==> config.mk <==
export PLATFORM = sky130hd
export DESIGN_NAME = fetch_unit
export DESIGN_NICKNAME = d
export VERILOG_FILES = /design/src/rtl/fetch_unit.sv
export SDC_FILE = /design/constraint.sdc
export NUM_CORES = 1
export LEC_CHECK = 0
export BUFFER_PORTS_ARGS = -buffer_cell sky130_fd_sc_hd__buf_2
export CAP_MARGIN = 20
export CORE_ASPECT_RATIO = 1.25
export CORE_MARGIN = 2
export CORE_UTILIZATION = 50
export CTS_BUF_LIST = sky130_fd_sc_hd__clkbuf_8 sky130_fd_sc_hd__clkbuf_16
export CTS_CLUSTER_DIAMETER = 50
export CTS_CLUSTER_SIZE = 10
export DETAILED_ROUTE_END_ITERATION = 8
export GPL_TIMING_DRIVEN = 0
export PLACE_DENSITY = 0.81
export SYNTH_ARGS = -nofsm -noshare
export SYNTH_HDL_FRONTEND = slang
export SYNTH_SLANG_ARGS = --single-unit
export TNS_END_PERCENT = 20
==> constraint.sdc <==
create_clock -name clk -period 3.81 [get_ports clk]
set_input_delay 0.762 -clock clk [delete_from_list [all_inputs] [get_ports clk]]
set_output_delay 0.762 -clock clk [all_outputs]
set_load 0.05 [all_outputs]
==> src/rtl/fetch_unit.sv <==
// Instruction fetch stage: owns the PC, fetches over a req/rvalid handshake,
// and applies the control unit's PCSrc redirect when the instruction retires.
module fetch_unit #(
    parameter logic [31:0] RESET_PC = 32'h0000_0000
) (
    input  logic        clk,
    input  logic        rst_n,
    input  logic [1:0]  PCSrc,
    input  logic [31:0] ImmExt,
    input  logic [31:0] ALUResult,
    input  logic        Stall,
    output logic        imem_req,
    output logic [31:0] imem_addr,
    input  logic        imem_rvalid,
    input  logic [31:0] imem_rdata,
    output logic [31:0] Instr,
    output logic        InstrValid,
    output logic [31:0] PC,
    output logic [31:0] PCPlus4,
    output logic        MisalignErr,
    output logic [31:0] RetireCount
);

    localparam logic [31:0] NOP = 32'h0000_0013;

    typedef enum logic [2:0] {BOOT, FETCH, WAIT, EXEC, HALT} state_t;

    state_t      state, state_next;
    logic [31:0] target;
    logic        aligned;
    logic        retire;

    always_comb begin
        target = PCPlus4;
        unique case (PCSrc)
            2'b00:   target = PCPlus4;
            2'b01:   target = PC + ImmExt;
            default: target = ALUResult & ~32'h0000_0001;
        endcase
    end

    assign aligned = (target[1:0] == 2'b00);
    assign retire  = (state == EXEC) && !Stall;

    always_ff @(posedge clk or negedge rst_n) begin
        if (!rst_n) state <= BOOT;
        else        state <= state_next;
    end

    always_comb begin
        state_next = state;
        case (state)
            BOOT:    state_next = FETCH;
            FETCH:   state_next = WAIT;
            WAIT:    if (imem_rvalid) state_next = EXEC;
            EXEC:    if (!Stall) state_next = aligned ? FETCH : HALT;
            HALT:    state_next = HALT;
            default: state_next = BOOT;
        endcase
    end

    always_comb begin
        imem_req   = (state == FETCH);
        InstrValid = (state == EXEC);
    end

    assign imem_addr = PC;
    assign PCPlus4   = PC + 32'd4;

    always_ff @(posedge clk or negedge rst_n) begin
        if (!rst_n) begin
            PC          <= RESET_PC;
            Instr       <= NOP;
            MisalignErr <= 1'b0;
            RetireCount <= '0;
        end else begin
            if (state == WAIT && imem_rvalid)
                Instr <= imem_rdata;
            // A misaligned target halts without touching PC or the retire count.
            if (retire) begin
                if (aligned) begin
                    PC          <= target;
                    RetireCount <= RetireCount + 32'd1;
                end else begin
                    MisalignErr <= 1'b1;
                end
            end
        end
    end

endmodule

Word-level counts from Yosys, hierarchy flattened

Index checks and enable logic that the tools add are counted.

$add $sub $neg: 3
Equality and inequality tests: 7
Mux-type cells: 5
Bitwise operators: 1
Reductions and logical operators: 9

Operator list:

| cell                                                             | count |
|---|---|
| 32-bit case mux with 2 select lines                              | 1 |
| 32-bit by 1-bit adder with 32-bit output (second input constant) | 1 |
| 32-bit by 3-bit adder with 32-bit output (second input constant) | 1 |
| 32-bit adder                                                     | 1 |
| 3-bit case mux with 5 select lines                               | 1 |
| 3-bit two-way mux                                                | 3 |
| 3-bit by 2-bit == test with 1-bit output (second input constant) | 2 |
| 2-bit AND reduction                                              | 3 |
| 2-bit zero test                                                  | 2 |
| 2-bit != test (second input constant)                            | 2 |
| 3-bit by 1-bit == test with 1-bit output (second input constant) | 1 |
| 3-bit == test (second input constant)                            | 1 |
| 3-bit zero test                                                  | 1 |
| 2-bit by 1-bit == test with 1-bit output (second input constant) | 1 |
| 1-bit logical AND                                                | 2 |
| 1-bit zero test                                                  | 1 |
| 1-bit NOT                                                        | 1 |

Bits in registers: 100
Input bits: 102
Logic and storage cells: 30

Depth between registers and ports, before layout

Word-level depth: 6
Mapped depth: 11
Depth with buffers taken out: 10

Least setup slack after synthesis

OpenSTA, ideal clock, no wires.

Path type: reg-to-output
From: reg PC[11]
To: out PCPlus4[26]
Arrival time: 2.697 ns
Required time: 3.048 ns
Setup slack: 0.351 ns
Cell stages (with the launch flop): 6
Cells stage by stage: dfrtp_1 -> nand4_4 -> nor4_4 -> and3_2 -> nand4_1 -> xnor2_1

Longest elaborated chain between the ends: 1

Ends and longest elaborated chain:

| item                                     | line | RTL |
|---|---|---|
| start, declared                          | 18   | `output logic [31:0] PC,` |
| start signal, assigned                   | 82   | `PC <= target;` |
| 32-bit by 3-bit adder with 32-bit output | 68   | `assign PCPlus4 = PC + 32'd4;` |
| end, declared                            | 19   | `output logic [31:0] PCPlus4,` |

Every way passes these cells.

Worst setup path after layout

From: in ImmExt[0]
To: reg PC[14]

Longest elaborated chain between the ends: 4

Ends and longest elaborated chain:

| item                                    | line | RTL |
|---|---|---|
| start, declared                         | 9    | `input logic [31:0] ImmExt,` |
| 32-bit adder (*)                        | 37   | `2'b01: target = PC + ImmExt;` |
| 32-bit case mux with 2 select lines (*) | 35   | `unique case (PCSrc)` |
| 2-bit zero test                         | 42   | `assign aligned = (target[1:0] == 2'b00);` |
| 2-bit AND reduction (no line)           | -    |  |

Every way passes the cells marked *; elsewhere a longest branch is shown, timed or not.
A chain may end at the register's enable or synchronous reset.

==> metrics.md <==
| Metric | Value |
|---|---|
| Post-place setup slack | -65.77 ps |
| Placed cell count | about 1,200 |
| Post-Syn Instances | around 780 |
| Iter 0 DRT Violations | around 450 |
| Number of buffers added on ports | approximately 260 |
| WL final | 22,270 um |
| Mapped Area | between 0.007 and 0.008 sq mm |
| Worst vdd ir | about 0.00075 V |
| Vias post-DR | ~7,000 |
| Max_cap viols | 0 |
| Initial Util | 51.01% |
| Slowest CP cell | buf_1 |
| Post-synthesis register bit count | 100 |
| Quantity of hold-fixing buffers added after cts | 0 |
| Combinational family with the most area after synthesis | simple AND/OR/NAND/NOR gates |
| Area after DPL | between 0.008 and 0.009 sq mm |
| FMAX | approximately 0.28 GHz |
| Ys Warns | 0 |
| Post-Synth Adder-Cell Area | about 6% |
| Final core occ | 64.61% |
| Routed len/inst | approximately 18 um |
| Pin count of the biggest net entering global routing | 58 |
| Share of the synthesized area in the top cell type | around 34% |
| H-tree levels | 3 |
| Worst r2r src | PC[0]$_DFFE_PN0P_ |
| DR top layer | met4 |
| Final setup violation count | 0 |
| Crit-path max cell delay | between 500 and 600 ps |
| PnR Total Power | about 8.7 mW |
| PwrDens | 973.6 mW/mm^2 |
| Metal3 WL | approximately 1900 um |
| CP Data Arrival Time | about 3700 ps |
| Seq/Total Area, Yosys | between 30% and 40% |
| Hold Violations, Final | 0 |
| DRT Pass-1 Iters | 5 |
| Worst-Skew Late Latency | around 350 ps |
| # IOs | around 270 |
| # diodes | 0 |
| Clk sinks | 100 |
| CTS tree | yes |
| Post-synth EDFFs | 0 |
| Hold Crit Class | in2async |
| Post-Synth XOR/XNOR Area | around a tenth |
| Synth Area in Simple Gates | 18.33% |
| Clk buf depth | 2 |
| Clock Root Buffer | clkbuf_16 |
| Layout cells sized above 1 | a little over a third |
| Worst setup margin | ~260 ps |
| Status | complete, no violations |
| Final instance count without filler cells | around 1,200 |
| Crit Path Class | in2reg |
| Least-Margin Pin Slew | between 700 and 800 ps |
| Clk pin slew, worst setup/hold paths | ~80 ps |
| Post-DP HPWL | between 15,000 and 20,000 um |
| Die area | between 0.015 and 0.02 sq mm |
| Area grow syn2layout | 26.67% |
| Total congestion overflow | 0 |
| Fin Hold WS | 432.2 ps |
| # DRC | 0 |
| Gpl congestion | around 0.94 |
| Yosys top cell by area | dfrtp_1 |
| Critical path cell sequence | buf_2 > ha_1 > fa_1 > nor3b_1 > o31ai_1 > or2_2 > clkbuf_8 > clkbuf_1 > buf_1 > o21ai_0 |
| Core area | about 0.014 sq mm |
| Post-synthesis mux area share | under 10% |
| Die H | about 140 um |
| Crit path time final | 3547 ps |
| Period utilization | between 90% and 100% |
| TritonCTS buffer count | 9 |
| M1 WL | slightly below 9000 um |
| Global-route usage over all layers | 29.13% |
| Clock Skew | around 13 ps |
| Post-route ant nets | 0 |
| Worst path top cell family by delay | buffers and inverters |
| Mean Syn Cell Area | roughly 9.1 sq um |
| CP bufs+invs | 4 |
| Area contributors post-synth | dfrtp_1 (34%), xnor2_1 (7.1%), ha_1 (5.9%) |
| RSZ-0062 raised after global routing | no |
| Critical path launch point type | input port |
| Vias in the first global route | approximately 6,500 |
| Row cnt | 48 |
| Critical path startpoint | ImmExt[0] |
| Setup Buffers After CTS | 0 |
| Crit end category | flop |
| Die W | between 100 and 150 um |
| Setup_tns | 0 ps |
| CP Max Fanout | 10 |
| Post-synthesis compound-gate area fraction | about 17% |
| Antenna violations before repair | 0 |
| Fin nets | about 1,200 |
| Worst Path Required | between 4000 and 5000 ps |
| Leakage | roughly 4.5 nW |
| Resized Gates After CTS | 0 |
| Pins Over Slew Limit | 0 |
| Number of fill cells | approximately 1,200 |
| Drt via density | ~5.7 |
| Netlist cell types | 71 |
| WL met2 | 11,030 um |
| FFs w/ async S/R, synth | between 90% and 100% |
| First-pass GRT wire length | ~34,000 um |
| Synthesized net count | between 900 and 1,000 |
| Post-route cell area | 0.008925 sq mm |
| Relative slew slack | a little under half |
| Most common flop cell mapped by yosys | dfrtp_1 |
==> layer usage <==
layer	vias to the layer above	track usage [%]
li1	3311	-
met1	3316	36.33
met2	345	51.16
met3	45	4.714
met4	0	8.958
met5	-	0
==> area by class of cell <==
class / instances / area [sq um] / share of cell area, %
Multi-Input combinational cell: 594 / 4073 / 45.63
Sequential cell: 100 / 2506 / 28.08
Timing Repair Buffer: 263 / 1341 / 15.03
Buffer: 62 / 395.4 / 4.430
Clock buffer: 9 / 225.2 / 2.523
Tap cell: 175 / 219.0 / 2.453
Clock inverter: 7 / 93.84 / 1.051
Inverter: 19 / 71.32 / 0.7991
==> registers in the layout, indices dropped and copies added (netlist names) <==
| signal | flops |
|---|---|
| RetireCount | 32 |
| MisalignErr | 1 |
| state | 3 |
| PC | 32 |
| Instr | 32 |
==> layout by cell type, fill, tap and decap left out, types with 7 or more instances in the layout <==
master / synthesis / final
buf_2: 0 / 261
dfrtp_1: 97 / 97
nand2_1: 88 / 88
xnor2_1: 57 / 57
nor2_1: 51 / 51
a21oi_1: 50 / 50
o21ai_0: 39 / 39
buf_4: 34 / 35
mux2_2: 34 / 34
ha_1: 33 / 33
nand3_1: 23 / 23
xor2_1: 23 / 23
clkbuf_1: 21 / 21
nand4_1: 17 / 17
inv_1: 17 / 17
and3_1: 17 / 17
a21o_1: 17 / 17
a211oi_1: 14 / 14
a31oi_1: 10 / 10
nor2b_1: 9 / 9
clkbuf_16: 0 / 9
o211ai_1: 8 / 8
o31ai_1: 7 / 7
==> power by group <==
group	leakage [nW]	switching (mW)	total, mW	internal [mW]
clock	0.153	0.460	0.990	0.530
sequential	1.25	0.501	1.93	1.43
combinational	3.07	4.05	5.77	1.72
==> worst paths after layout <==
kind	cells past startpoint	end	slack [ps]
max reg2reg	9	PC[14]$_DFFE_PN0P_	320
min in group clk	1	MisalignErr$_DFFE_PN0P_	470
min	1	RetireCount[26]$_DFFE_PN0P_	430
max	10	PC[14]$_DFFE_PN0P_	260
min reg2reg	1	MisalignErr$_DFFE_PN0P_	470
max in group asynchronous	2	Instr[0]$_DFFE_PN1P_	2620
==> cell usage after synthesis, types with 5 or more instances <==
library cell  instances
nor2_1               51
a31oi_1              10
nand2_1              88
and2_1                5
a21oi_1              50
and3_1               17
xor2_1               23
nor2b_1               9
inv_1                17
nor3_1                5
buf_4                34
dfrtp_1              97
a21o_1               17
o211ai_1              8
clkbuf_1             21
mux2i_1               6
ha_1                 33
mux2_2               34
nand4_1              17
o21ai_0              39
xnor2_1              57
nand3_1              23
o21bai_1              6
a211oi_1             14
o31ai_1               7
==> logic make-up after synthesis <==
kind of cell	Yosys count
compound gates	186
xor+xnor	80
fa+ha+maj	34
buf+inv	81
flops	100
mux	40
simple gates	254
==> worst reg2reg max path, cell delays in order (launching register included) <==
cell and delay, ps:
dfrtp_1 440, ha_1 250, fa_1 490, nor3b_1 50, o31ai_1 520, or2_2 240, clkbuf_8 180, clkbuf_1 420
buf_1 560, o21ai_0 200
(Power assumes the default switching activity.)
